**src/rtl/mul8_share_pkg.sv**
```systemverilog
// Shared types and helpers for the time-multiplexed 8-bit multiplier front end.
package mul8_share_pkg;

  localparam int unsigned MUL_W = 8;

  typedef enum logic [1:0] {
    IDLE = 2'd0,
    MUL  = 2'd1,
    RESP = 2'd2
  } state_t;

  // One-hot round-robin pick over the low n bits of valid, searching upward from ptr.
  function automatic logic [7:0] rr_pick(input logic [7:0] valid,
                                         input logic [2:0] ptr,
                                         input int unsigned n);
    logic [7:0]  g;
    logic        found;
    int unsigned idx;
    g     = '0;
    found = 1'b0;
    idx   = 0;
    for (int unsigned k = 0; k < 8; k++) begin
      if (k < n && !found) begin
        idx = (32'(ptr) + k) % n;
        if (valid[idx[2:0]]) begin
          g[idx[2:0]] = 1'b1;
          found       = 1'b1;
        end
      end
    end
    return g;
  endfunction

endpackage

```
**src/rtl/mul8_lo.sv**
```systemverilog
// Behavioural stand-in for the shared multiplier netlist: low 8 bits of a*b.
module mul8_lo (
  input  logic [7:0] a,
  input  logic [7:0] b,
  output logic [7:0] y
);

  assign y = a * b;

endmodule

```
**src/rtl/mul8_share_arbiter_rr.sv**
```systemverilog
// Round-robin arbiter: combinational one-hot grant plus a registered search pointer.
module rr_arbiter
  import mul8_share_pkg::*;
#(
  parameter int unsigned NUM_REQ = 4,
  parameter int unsigned ID_W    = 2
) (
  input  logic               clk,
  input  logic               rst_n,
  input  logic [NUM_REQ-1:0] valid,
  input  logic               adv,
  output logic [NUM_REQ-1:0] grant,
  output logic [ID_W-1:0]    gidx,
  output logic [ID_W-1:0]    ptr
);

  logic [7:0] pick;

  assign pick  = rr_pick(8'(valid), 3'(ptr), NUM_REQ);
  assign grant = NUM_REQ'(pick);

  always_comb begin
    gidx = '0;
    for (int unsigned i = 0; i < NUM_REQ; i++) begin
      if (grant[i]) gidx = ID_W'(i);
    end
  end

  always_ff @(posedge clk or negedge rst_n) begin
    if (!rst_n) begin
      ptr <= '0;
    end else if (adv && |grant) begin
      ptr <= (gidx == ID_W'(NUM_REQ - 1)) ? '0 : gidx + 1'b1;
    end
  end

endmodule

```
**src/rtl/mul8_share_arbiter.sv**
```systemverilog
// Shares one 8x8 low-half multiplier among NUM_REQ requesters with a tagged,
// back-pressured response channel.
module mul8_share_arbiter
  import mul8_share_pkg::*;
#(
  parameter int unsigned NUM_REQ = 4,
  parameter int unsigned ID_W    = 2,
  parameter int unsigned CNT_W   = 16
) (
  input  logic                     clk,
  input  logic                     rst_n,
  input  logic [NUM_REQ-1:0]       req_valid,
  input  logic [NUM_REQ*MUL_W-1:0] req_a,
  input  logic [NUM_REQ*MUL_W-1:0] req_b,
  output logic [NUM_REQ-1:0]       req_ready,
  output logic                     rsp_valid,
  input  logic                     rsp_ready,
  output logic [ID_W-1:0]          rsp_id,
  output logic [MUL_W-1:0]         rsp_y,
  output logic                     busy,
  output logic [CNT_W-1:0]         op_cnt
);

  state_t             state, state_n;
  logic [NUM_REQ-1:0] grant;
  logic [ID_W-1:0]    gidx;
  logic [ID_W-1:0]    rr_ptr;
  logic               can_grant;
  logic               take;
  logic [MUL_W-1:0]   a_q, b_q, y;
  logic [ID_W-1:0]    id_q;

  // A new request may be accepted in IDLE, or in RESP in the same cycle the result drains.
  assign can_grant = (state == IDLE) || (state == RESP && rsp_ready);
  assign req_ready = can_grant ? grant : '0;
  assign take      = |req_ready;
  assign busy      = (state != IDLE);

  rr_arbiter #(
    .NUM_REQ(NUM_REQ),
    .ID_W   (ID_W)
  ) u_arb (
    .clk  (clk),
    .rst_n(rst_n),
    .valid(req_valid),
    .adv  (can_grant),
    .grant(grant),
    .gidx (gidx),
    .ptr  (rr_ptr)
  );

  mul8_lo u_mul (
    .a(a_q),
    .b(b_q),
    .y(y)
  );

  always_ff @(posedge clk or negedge rst_n) begin
    if (!rst_n) state <= IDLE;
    else        state <= state_n;
  end

  always_comb begin
    state_n = state;
    case (state)
      IDLE:    if (take) state_n = MUL;
      MUL:     state_n = RESP;
      RESP:    if (rsp_ready) state_n = take ? MUL : IDLE;
      default: state_n = IDLE;
    endcase
  end

  always_ff @(posedge clk or negedge rst_n) begin
    if (!rst_n) begin
      a_q       <= '0;
      b_q       <= '0;
      id_q      <= '0;
      rsp_valid <= 1'b0;
      rsp_id    <= '0;
      rsp_y     <= '0;
      op_cnt    <= '0;
    end else begin
      if (take) begin
        a_q  <= req_a[MUL_W*int'(gidx) +: MUL_W];
        b_q  <= req_b[MUL_W*int'(gidx) +: MUL_W];
        id_q <= gidx;
      end
      if (state == MUL) begin
        rsp_y     <= y;
        rsp_id    <= id_q;
        rsp_valid <= 1'b1;
      end else if (state == RESP && rsp_ready) begin
        rsp_valid <= 1'b0;
        op_cnt    <= op_cnt + 1'b1;
      end
    end
  end

endmodule
```
**config.mk**
```make
export PLATFORM = sky130hd
export DESIGN_NAME = mul8_share_arbiter
export DESIGN_NICKNAME = d
export VERILOG_FILES = /design/src/rtl/mul8_share_pkg.sv /design/src/rtl/mul8_lo.sv /design/src/rtl/mul8_share_arbiter_rr.sv /design/src/rtl/mul8_share_arbiter.sv
export SDC_FILE = /design/constraint.sdc
export NUM_CORES = 1
export LEC_CHECK = 0
export CORE_ASPECT_RATIO = 1.25
export CORE_MARGIN = 2
export CORE_UTILIZATION = 45
export CTS_CLUSTER_SIZE = 24
export DETAILED_ROUTE_END_ITERATION = 12
export PLACE_DENSITY = 0.8
export SYNTH_ARGS = -nofsm -noshare
export SYNTH_HDL_FRONTEND = slang
export SYNTH_SLANG_ARGS = --single-unit
```
**constraint.sdc**
```tcl
create_clock -name clk -period 3.15 [get_ports clk]
set_input_delay 0.315 -clock clk [delete_from_list [all_inputs] [get_ports clk]]
set_output_delay 0.315 -clock clk [all_outputs]
set_load 0.1 [all_outputs]
```
---- Word level (Yosys, flattened, before mapping) ----
Cells that the tools add are included.
cells by class
  $add $sub $neg .......................... 5
  multipliers ............................. 1
  $lt $le $gt $ge ......................... 8
  eq/ne operators ......................... 5
  shift-type cells ........................ 2
  muxes and demuxes ....................... 39
  bitwise logic cells ..................... 4
  reduce and logical (&&, ||, !) cells .... 14
operator list
  operator                                                                             count
  32-bit by 6-bit indexed part select with 8-bit output                                2
  4-bit 2-to-1 mux                                                                     8
  1-bit 2-to-1 mux                                                                     17
  16-bit by 1-bit adder with 16-bit output, second input constant                      1
  2-bit by 4-bit less-than comparator with 1-bit output, second input constant         4
  4-bit bitwise OR                                                                     3
  2-bit 2-to-1 mux                                                                     5
  1-bit binary-select mux with 2-bit select                                            4
  1-bit demux with 2-bit select                                                        4
  2-bit by 1-bit greater-or-equal comparator with 1-bit output, second input constant  4
  8-bit by 8-bit multiplier with 8-bit output                                          1
  4-bit OR reduction                                                                   2
  1-bit logical AND                                                                    6
  2-bit case mux with 3 select lines                                                   1
  2-bit by 1-bit adder with 2-bit output, second input constant                        2
  2-bit adder, second input constant                                                   2
  2-bit == test, second input constant                                                 2
  2-bit != test, second input constant                                                 2
  2-bit AND reduction                                                                  2
  2-bit nonzero test                                                                   2
  2-bit by 1-bit == test with 1-bit output, second input constant                      1
  2-bit logical NOT                                                                    1
  1-bit logical OR                                                                     1
  1-bit NOT                                                                            1
storage, ports and cells
  register bits after elaboration ......... 49
  input port bits ......................... 71
  word-level logic and storage cells ...... 87

---- Depth between registers and ports, before layout ----
Gate-level depths: netlist (run 1).
  word-level depth ........................ 19
  depth in mapped cells ................... 16
  mapped depth without buffers ............ 16

---- Cells and area by module ----
A second synthesis (run 1) with hierarchy kept.
unflattened totals
  cell total of the unflattened synthesis .. 301
  area total of the unflattened synthesis .. 3611.0 um2
by module, submodules not included
  module              instances  cells an instance  area an instance (um2)  seq. area each (um2)
  mul8_share_arbiter  1          157                2313.5                  1176.1
  mul8_lo             1          102                885.8                   0.0
  rr_arbiter          1          42                 411.6                   50.0

---- Worst setup path before layout (run 1) ----
Ideal clock, no wire load.
  path type ............................... flip-flop to output port
  start ................................... reg u_arb.ptr[0]
  end ..................................... out req_ready[2]
  arrival time ............................ 3.535 ns
  slack ................................... -0.700 ns
  cell stages (with the launch flop) ...... 10
  path through ............................ dfrtp_1 -> inv_1 -> ha_1 -> mux4_2 -> nor2_2 -> and4_1 -> clkbuf_1 -> nor2_1 -> buf_2 -> nor2_1
between the ends
  longest elaborated chain between the ends .. 15
  elaborated cells between the ends (all ways) .. 47
RTL lines
  what                                                                                                 line                         source
  start, declared                                                                                      mul8_share_arbiter_rr.sv:14  output logic [ID_W-1:0] ptr
  start signal, assigned                                                                               mul8_share_arbiter_rr.sv:33  ptr <= (gidx == ID_W'(NUM_REQ - 1)) ? '0 : gidx + 1'b1;
  2-bit by 1-bit adder with 2-bit output (tied with other cells)                                       mul8_share_pkg.sv:24         idx = (32'(ptr) + k) % n;
  2-bit by 4-bit less-than comparator with 1-bit output (not written as such) (tied with other cells)  mul8_share_pkg.sv:26         g[idx[2:0]] = 1'b1;
  1-bit logical AND (not written as such) / 1-bit 2-to-1 mux (equally long branches)                   mul8_share_pkg.sv:26
  1-bit 2-to-1 mux (not written as such) / 1-bit demux with 2-bit select (equally long branches)       --
  1-bit demux with 2-bit select / 4-bit 2-to-1 mux (equally long branches)                             --
  4-bit bitwise OR (no source line)                                                                    --
  4-bit 2-to-1 mux                                                                                     mul8_share_pkg.sv:25         if (valid[idx[2:0]]) begin
  4-bit 2-to-1 mux                                                                                     mul8_share_pkg.sv:23         if (k < n && !found) begin
  4-bit bitwise OR (no source line)                                                                    --
  4-bit 2-to-1 mux                                                                                     mul8_share_pkg.sv:25
  4-bit 2-to-1 mux                                                                                     mul8_share_pkg.sv:23
  4-bit bitwise OR (no source line)                                                                    --
  4-bit 2-to-1 mux                                                                                     mul8_share_pkg.sv:25
  4-bit 2-to-1 mux (*)                                                                                 mul8_share_pkg.sv:23
  4-bit 2-to-1 mux (*)                                                                                 mul8_share_arbiter.sv:35     assign req_ready = can_grant ? grant : '0;
  end, declared                                                                                        mul8_share_arbiter.sv:15     output logic [NUM_REQ-1:0] req_ready,
Every way passes the cells marked *; elsewhere a longest branch is shown, timed or not. The select of a mux whose other input is x is not followed.

---- Final worst setup path (run 1) ----
  start ................................... reg b_q[4]
  end ..................................... reg rsp_y[7]
between the ends
  longest elaborated chain between the ends .. 1
RTL lines
  what                                         line                      source
  start, declared                              mul8_share_arbiter.sv:30  logic [MUL_W-1:0] a_q, b_q, y;
  start signal, assigned                       mul8_share_arbiter.sv:85  b_q <= req_b[MUL_W*int'(gidx) +: MUL_W];
  8-bit by 8-bit multiplier with 8-bit output  mul8_lo.sv:8              assign y = a * b;
  end signal, assigned                         mul8_share_arbiter.sv:89  rsp_y <= y;
  end, declared                                mul8_share_arbiter.sv:19  output logic [MUL_W-1:0] rsp_y,
No other way between the ends.
A chain may end at the register's enable or synchronous reset.

==> results.yml, run 1 <==
status:
  status: "finished with violations"
  violations: "setup timing"
finish:
  fin_cells: 621
  ff_latch_area_um2: 1230
  multi_input_area_um2: 2460
  final_cell_mix: "clkdlybuf4s50_1, dfrtp_1, buf_4"
  nets: 631
  diodes: 0
  area_delta_synth_final_pct: 42.9
  final_common_cell: "clkdlybuf4s50_1"
  fillers: 664
  final_layout_size_suffix_gt1_share_pct: 23.3
synthesis:
  netlist_instances: 394
  yosysUniqueCellTypes: 44
  synth_compound_area_share_pct: 23.0
  yosys.area_share.simple_pct: 10.4
  syn_nets: 502
  seq_area_frac_synth_pct: 31.9
  synth_area_um2: 3840
  muxShareOfSynthArea_pct: 5.05
  synth_xor_xnor_area_share_pct: 7.07
  yosys.area_share.adder_pct: 14.4
  syn-mean-instance-area_um2: 9.74
  ys_seq_elements: 49
  synth_top_family_by_area: "compound AO/OA/AOI/OAI gates"
  yosysWarnings: 0
die:
  start_util_pct: 46.6
  rows: 37
  die_height_um: 107
  core_um2: 8240
  die_x_um: 86.6
  io_pins: 103
  die_area_um2: 9290
placement:
  numPortBuffers: 102
  dp_cells: 603
  hpwlAfterDp_mm: 7.86
  routabilityCongestion: 0.954
sta:
  worst_slack_ns: -0.159
  clock_skew_ns: 0.00750
  rsz0062_at_grt: "true"
  finalCriticalPeriod_ns: 3.31
  tns_ns: -0.212
  worst_pin_slew_ns: 0.988
  setup_viol: 2
  finalHoldViolCount: 0
  fmax_mhz: 302
  slew_viol_final: 0
  max_slew_margin_pct: 33.9
  post-route-period-util_pct: 105
critical_path:
  path_depth: 14
  slowest_delay_ns: 0.56
  path_max_fanout: 4
  crit_buf_inv: 3
  crit_start: "b_q[4]"
  required_ns: 3.33
  crit_family: "adder cells"
  timing.rr.end: "rsp_y[7]"
  crit_arrival_ns: 3.49
  r2r_setup_slack_ns: -0.16
  worst_setup_path_end_kind: "flop"
  path_cells: "nand2_2 -> fa_2 -> inv_1 -> ha_1 -> ha_4 -> inv_2 -> fa_1 -> inv_2 -> ha_4 -> a21o_1 -> a21oi_2 -> xnor2_1 -> xnor2_1 -> o21ai_1"
  criticalPathCategory: "reg -> reg"
  timing.rr.start: "b_q[4]"
  start_kind: "flop"
  r2r_cells: 14
  worstSetupEndpoint: "rsp_y[7]"
  cp_slowest_cell: "fa_2"
run:
  max_cap_violations: 0
drt:
  remaining_drc_errors: 0
  postRouteAntennaNets: 0
  vias_per_cell: 5.60
  wire_per_inst_um: 16.3
  firstDrtPassIters: 4
  drt_iter0_markers: 108
  vias: 3476
  wl_mm: 10.1
grt:
  grt_overflow: 0
  grt_max_degree: 37
  antenna_found_initial: 0
  grt_usage_pct: 21.3
  grt_pass1_wl_mm: 16.2
  grt_pass1_vias: 3474
hold_path:
  worst_hold_path_type: "in -> async"
clock_network:
  clk_pin_slew_ns: 0.10
  numCtsBuffers: 5
  clockRootBuffer: "clkbuf_8"
  cts_tree: "done"
  cts.sinks: 49
  ctsHoldBuffers: 0
  clk_path_buf_depth: 2
  clock_latency_ns: 0.31
  htreeDepth: 2
## sequential cells by signal, indices dropped and copies added, names as in the netlist
name and cells:
op_cnt 16, a_q 8, b_q 8, rsp_y 8, id_q 2, rsp_id 2
state 2, u_arb.ptr 2, rsp_valid 1
## cell usage after synthesis, drive strengths merged
cell type / count / area share (%)
a21boi: 16 / 3.1
a21o: 2 / 0.39
a21oi: 22 / 2.9
a221o: 2 / 0.52
a221oi: 1 / 0.23
a22o: 3 / 0.68
a311o: 16 / 4.2
a32oi: 16 / 5.4
and2: 1 / 0.16
and3: 4 / 0.65
and4: 1 / 0.23
buf: 7 / 1.6
clkbuf: 16 / 1.6
dfrtp: 49 / 32
fa: 12 / 6.3
ha: 25 / 8.1
inv: 50 / 4.9
mux2: 8 / 2.3
mux2i: 1 / 0.26
mux4: 4 / 2.4
nand2: 33 / 3.2
nand2b: 2 / 0.33
nand3: 6 / 0.78
nand3b: 2 / 0.39
nand4: 6 / 0.98
nor2: 25 / 2.5
nor3b: 3 / 0.59
o211ai: 1 / 0.20
o21ai: 8 / 1.0
o221ai: 16 / 3.7
o31ai: 2 / 0.75
or2: 2 / 0.39
or3: 1 / 0.16
xnor2: 24 / 5.5
xor2: 7 / 1.6
## how the worst min path moves through the flow
stage,start,end,slack (ns),cells past startpoint
finish,rst_n,b_q[5],0.07,1
global route,rst_n,b_q[5],0.14,1
CTS,rst_n,b_q[5],0.10,1
detailed placement,rst_n,b_q[5],0.44,1
global placement,rst_n,b_q[5],0.43,1
floorplan,rst_n,a_q[0],0.02,0
## layout make-up
cell class,instances,area share [%]
repair buffers,145,25.1
multi-input cells,272,44.8
inverters,50,3.42
well taps,97,2.21
flip-flops and latches,49,22.4
clock inverters,3,0.799
clock buffers,5,1.25
## cell families (layout without fill, tap and decap cells)
logic type	Yosys count	count (layout)
compound gates	105	105
simple gates	86	86
buf+inv	73	203
flops	49	49
fa+ha+maj	37	37
xor+xnor	31	31
mux	13	13
## per-layer routing
layer	wire, um	track usage (%)	up-vias
met1	4040	25.5	1706
met4	227	6.03	0
li1	-	-	1656
met2	5450	40.1	97
met3	376	1.92	17
met5	0	0	-
## through the flow
stage                     hold WS (ns)  util, %  worst slack, ns  area (um2)
after CTS                        0.102     64.9           -0.119        5350
final                           0.0716     66.6           -0.159        5480
after global routing             0.143     66.6           -0.265        5480
after global placement           0.432     63.1          -0.0615        5200
after detailed placement         0.439     63.1           -0.133        5200
after floorplan                 0.0194        -           -0.203        3890
## repair_timing
action / CTS / global route
pin swaps: 2 / 11
gates resized for setup: 6 / 21
endpoints found under the setup margin: 4 / 5
buffers inserted: 3 / 7
Power of run 1 is not shown: default switching activity piles up to over one toggle a cycle in this logic, so the estimate is an artifact.
==> run 2: changes to the inputs <==
Settings changed: CAP_MARGIN set to 40.
==> run 2 against run 1 <==
Highest routed layer unchanged. Setup slack worse by 0.020 ns. Clock-buffer cell count unchanged. Die area unchanged. Via count up 5.2%. Non-clock buffer count up 27. Worst hold slack better by 0.019 ns. Clock skew up 0.0043 ns. The flow still finishes with violations (setup timing).
==> results.yml, run 2 (synthesis gave the netlist of run 1 again) <==
clock_network:
  cts_tree: "done"
  numCtsBuffers: 5
  clk_path_buf_depth: 2
  htreeDepth: 2
  clockRootBuffer: "clkbuf_8"
  clock_latency_ns: 0.32
  clk_pin_slew_ns: 0.09
  cts.sinks: 49
  ctsHoldBuffers: 0
finish:
  diodes: 0
  area_delta_synth_final_pct: 53.4
  final_layout_size_suffix_gt1_share_pct: 27.2
  nets: 658
  final_cell_mix: "clkdlybuf4s50_1, dfrtp_1, buf_4"
  fillers: 578
  top_register: "op_cnt"
  largest_reg_flops: 16
  final_common_cell: "clkdlybuf4s50_1"
  final_util_pct: 71.5
sta:
  worst_slack_ns: -0.179
  clock_skew_ns: 0.0118
  max_slew_margin_pct: 43.6
  rsz0062_at_grt: "true"
  finalCriticalPeriod_ns: 3.33
  post-route-period-util_pct: 106
  setup_viol: 2
  slew_viol_final: 0
  finalHoldViolCount: 0
  worst_pin_slew_ns: 0.846
  fmax_mhz: 300
placement:
  hpwlAfterDp_mm: 8.68
  numPortBuffers: 102
  routabilityCongestion: 0.954
drt:
  remaining_drc_errors: 0
  drt_iter0_markers: 109
  vias: 3658
  postRouteAntennaNets: 0
  firstDrtPassIters: 4
  wire_per_inst_um: 17.5
  vias_per_cell: 5.65
  wl_mm: 11.3
grt:
  grt_max_degree: 37
  antenna_found_initial: 0
  grt_pass1_vias: 3798
  grt_pass1_wl_mm: 18.0
  grt_overflow: 0
  grt_usage_pct: 24.5
critical_path:
  crit_arrival_ns: 3.50
  start_kind: "flop"
  worst_setup_path_end_kind: "flop"
  r2r_cells: 13
  path_max_fanout: 4
  required_ns: 3.32
  criticalPathCategory: "reg -> reg"
  r2r_setup_slack_ns: -0.18
hold_path:
  worst_hold_path_type: "in -> async"
run:
  max_cap_violations: 0
die:
  die_area_um2: 9290
  rows: 37
  die_height_um: 107
  die_x_um: 86.6
  core_um2: 8240
  io_pins: 103
  start_util_pct: 46.6
status:
  violations: "setup timing"
  status: "finished with violations"
-- run 2: metal layers --
metal  global-route usage [%]  wire, um
met3                     3.14       422
met4                     9.71       420
met1                     27.3      4240
met2                     46.0      6240
met5                        0         0
-- run 2: worst max-delay path, stage by stage (launching register included) --
cell,delay [ns]
dfrtp_1,0.42
nand2_2,0.08
fa_1,0.55
inv_1,0.06
ha_1,0.28
inv_2,0.04
fa_1,0.45
fa_2,0.54
inv_2,0.05
ha_4,0.23
a21oi_2,0.13
xnor2_1,0.14
xnor2_1,0.13
o21ai_1,0.07
-- run 2: per-stage QoR --
stage	cell area (um2)	cells	setup WS, ns	hold slack (ns)	setup TNS (ns)
after CTS	5780	642	-0.138	0.111	-0.178
after detailed placement	5590	629	-0.151	0.456	-0.244
after global routing	5890	648	-0.279	0.153	-0.495
final	5890	648	-0.179	0.0911	-0.279
after global placement	5200	603	-0.0615	0.432	-0.0890
after floorplan	3890	394	-0.203	0.0194	-0.240
-- run 2: repair_timing --
item / CTS / global route
setup buffers: 5 / 6
resized for setup: 15 / 15
pin swaps: 6 / 21
hold endpoints to repair: 0 / 0
endpoints found under the setup margin: 4 / 4
-- run 2: area by class of cell --
type,count,area [um2],share of cell area [%]
well taps,97,121,2.06
flip-flops and latches,49,1230,20.8
inverters,50,190,3.23
clock inverters,3,43.8,0.744
clock buffers,5,68.8,1.17
multi-input cells,272,2460,41.7
repair buffers,172,1780,30.2
-- run 2: worst paths after layout --
kind                         endpoint       start
max                          rsp_y[7]      b_q[2]
min                            b_q[5]       rst_n
max reg2reg                  rsp_y[7]      b_q[2]
min reg2reg                op_cnt[15]  op_cnt[15]
max in group asynchronous    rsp_y[7]       rst_n
min in group clk           op_cnt[15]  op_cnt[15]
Power of run 2 is left out for the same reason.
==> run 3: changes to the inputs <==
Settings changed: CAP_MARGIN 40 to unset, CORE_UTILIZATION 45 to 44, SYNTH_HIERARCHICAL set to 1.
==> run 3 against run 2 <==
The run still ends with setup timing left. Die area is 3.6% lower. Sequential cell count stayed put. Register-to-register slack worse by 0.33 ns. First-iteration DRC count is 9.2% lower. Utilization is 1.2 points lower. Clock-buffer cell count is 2 higher. Setup slack worse by 0.33 ns. Worst hold slack worse by 0.047 ns. Non-clock buffer count is 23 lower. Sequential share of layout area is 1.4 points higher. Largest cell class unchanged. Highest routed layer unchanged.
==> results.yml, run 3 <==
status:
  status: "finished with violations"
  violations: "setup timing"
finish:
  nets: 556
  ff_latch_area_um2: 1230
  diodes: 0
  largest_reg_flops: 16
  fillers: 546
  top_register: "op_cnt"
  multi_input_area_um2: 2500
  final_cell_mix: "clkdlybuf4s50_1, dfrtp_1, buf_4"
  final_common_cell: "clkdlybuf4s50_1"
  final_layout_size_suffix_gt1_share_pct: 38.6
  area_delta_synth_final_pct: 53.5
synthesis:
  yosys.cell_count.top_type: "dfrtp_1"
  syn_nets: 407
  seq_area_frac_synth_pct: 34.0
  yosysWarnings: 6
  syn-mean-instance-area_um2: 12.0
  synth_area_um2: 3610
  synth-main-ff-cell: "dfrtp_1"
  ys_seq_elements: 49
  synth_top_area_cell: "dfrtp_1"
  yosysUniqueCellTypes: 46
  async_reset_ff_share_pct: 100
  yosys-top-cells-count: "dfrtp_1, nand2_1, mux2_2, inv_1, ha_1"
  yosysTopAreaCellShare_pct: 34.0
  synth_edf_count: 0
  netlist_instances: 301
  synthTopCellsByArea: "dfrtp_1, mux4_2, mux2_2, ha_1, fa_1"
drt:
  vias_per_cell: 5.34
  drt_iter0_markers: 99
  routed-wl-met2_mm: 5.40
  remaining_drc_errors: 0
  wl_met3_um: 351
  wire_per_inst_um: 18.0
  wl_met1_mm: 3.86
  vias: 2915
  postRouteAntennaNets: 0
  firstDrtPassIters: 4
  wl_mm: 9.84
  top_layer: "met4"
grt:
  grt_usage_pct: 21.8
  antenna_found_initial: 0
  grt_overflow: 0
  grt_pass1_vias: 3203
  grt_pass1_wl_mm: 15.5
  grt_max_degree: 31
die:
  die_x_um: 85.0
  die_height_um: 105
  core_um2: 7880
  die_area_um2: 8950
  io_pins: 103
  rows: 36
  start_util_pct: 45.8
clock_network:
  clock_latency_ns: 0.30
  htreeDepth: 2
  cts.sinks: 49
  clk_path_buf_depth: 2
  ctsHoldBuffers: 0
  numCtsBuffers: 5
  clk_pin_slew_ns: 0.10
  cts_tree: "done"
  clockRootBuffer: "clkbuf_8"
sta:
  setup_viol: 19
  worst_slack_ns: -0.513
  worst_pin_slew_ns: 1.03
  max_slew_margin_pct: 31.4
  finalHoldViolCount: 0
  slew_viol_final: 0
  finalCriticalPeriod_ns: 3.66
  clock_skew_ns: 0.00897
  post-route-period-util_pct: 116
  whs_ns: 0.0440
  fmax_mhz: 273
  rsz0062_at_grt: "true"
critical_path:
  worst_setup_path_end_kind: "flop"
  crit_arrival_ns: 3.85
  crit_buf_inv: 2
  cp_slowest_cell: "fa_1"
  path_cells: "and2_4 -> fa_2 -> inv_2 -> fa_1 -> fa_1 -> fa_1 -> inv_2 -> ha_4 -> a21oi_2 -> xnor3_1 -> xnor3_1 -> mux2_4"
  path_max_fanout: 6
  criticalPathCategory: "reg -> reg"
  crit_family: "adder cells"
  required_ns: 3.34
  path_common_cell: "fa_1"
  start_kind: "flop"
  slowest_delay_ns: 0.50
placement:
  pre_cts_ws_ns: -0.541
  numPortBuffers: 102
  hpwlAfterDp_mm: 7.32
  routabilityCongestion: 0.886
run:
  max_cap_violations: 0
hold_path:
  worst_hold_path_type: "in -> async"
run 3: cells by family after synthesis:
logic type / Yosys count / synth area share, %
AO/OA/AOI/OAI: 21 / 4.37
XOR/XNOR: 29 / 8.00
adder cells (fa/ha/maj): 35 / 14.6
buffers and inverters: 34 / 4.33
flip-flops: 49 / 34.0
multiplexers: 49 / 21.5
AND/OR/NAND/NOR: 84 / 13.2
run 3: cell type report:
cell class | count | share of cell area (%)
timing repair buffer | 149 | 27.1
clock buffer | 7 | 1.38
multi-input combinational | 218 | 45.1
clock inverter | 1 | 0.135
inverter | 27 | 1.90
sequential | 49 | 22.2
tap | 95 | 2.14
run 3: worst paths after layout:
path,start,endpoint,slack [ns],cells after the start
max,a_q[2],rsp_y[7],-0.51,12
min,rst_n,a_q[4],0.04,1
max reg2reg,a_q[2],rsp_y[7],-0.51,12
min reg2reg,op_cnt[15],op_cnt[15],0.47,1
max in group asynchronous,rst_n,op_cnt[10],2.36,2
min in group clk,op_cnt[15],op_cnt[15],0.47,1
run 3: repair_timing:
| action | in CTS | in global routing |
|---|---|---|
| gates cloned | 1 | 2 |
| endpoints found under the hold margin | 0 | 0 |
| pin swaps | 9 | 22 |
| gates resized for setup | 18 | 45 |
| buffers inserted | 9 | 3 |
| setup endpoints to repair | 19 | 24 |
run 3: per-layer routing:
| metal | up-vias | global-route usage (%) |
|---|---|---|
| met1 | 1479 | 26.6 |
| met4 | 0 | 6.92 |
| met5 | - | 0 |
| met2 | 73 | 39.5 |
| met3 | 17 | 2.66 |
| li1 | 1346 | - |
run 3: through the flow:
step / TNS (ns) / instances / util [%] / instance area [um2]
after floorplan: -1.18 / 301 / - / 3680
after global placement: -2.00 / 524 / 64.4 / 5080
after detailed placement: -3.50 / 524 / 64.4 / 5080
after CTS: -1.07 / 542 / 67.4 / 5310
after global routing: -3.86 / 546 / 70.3 / 5540
final: -1.96 / 546 / 70.3 / 5540
Power of run 3 is left out for the same reason.
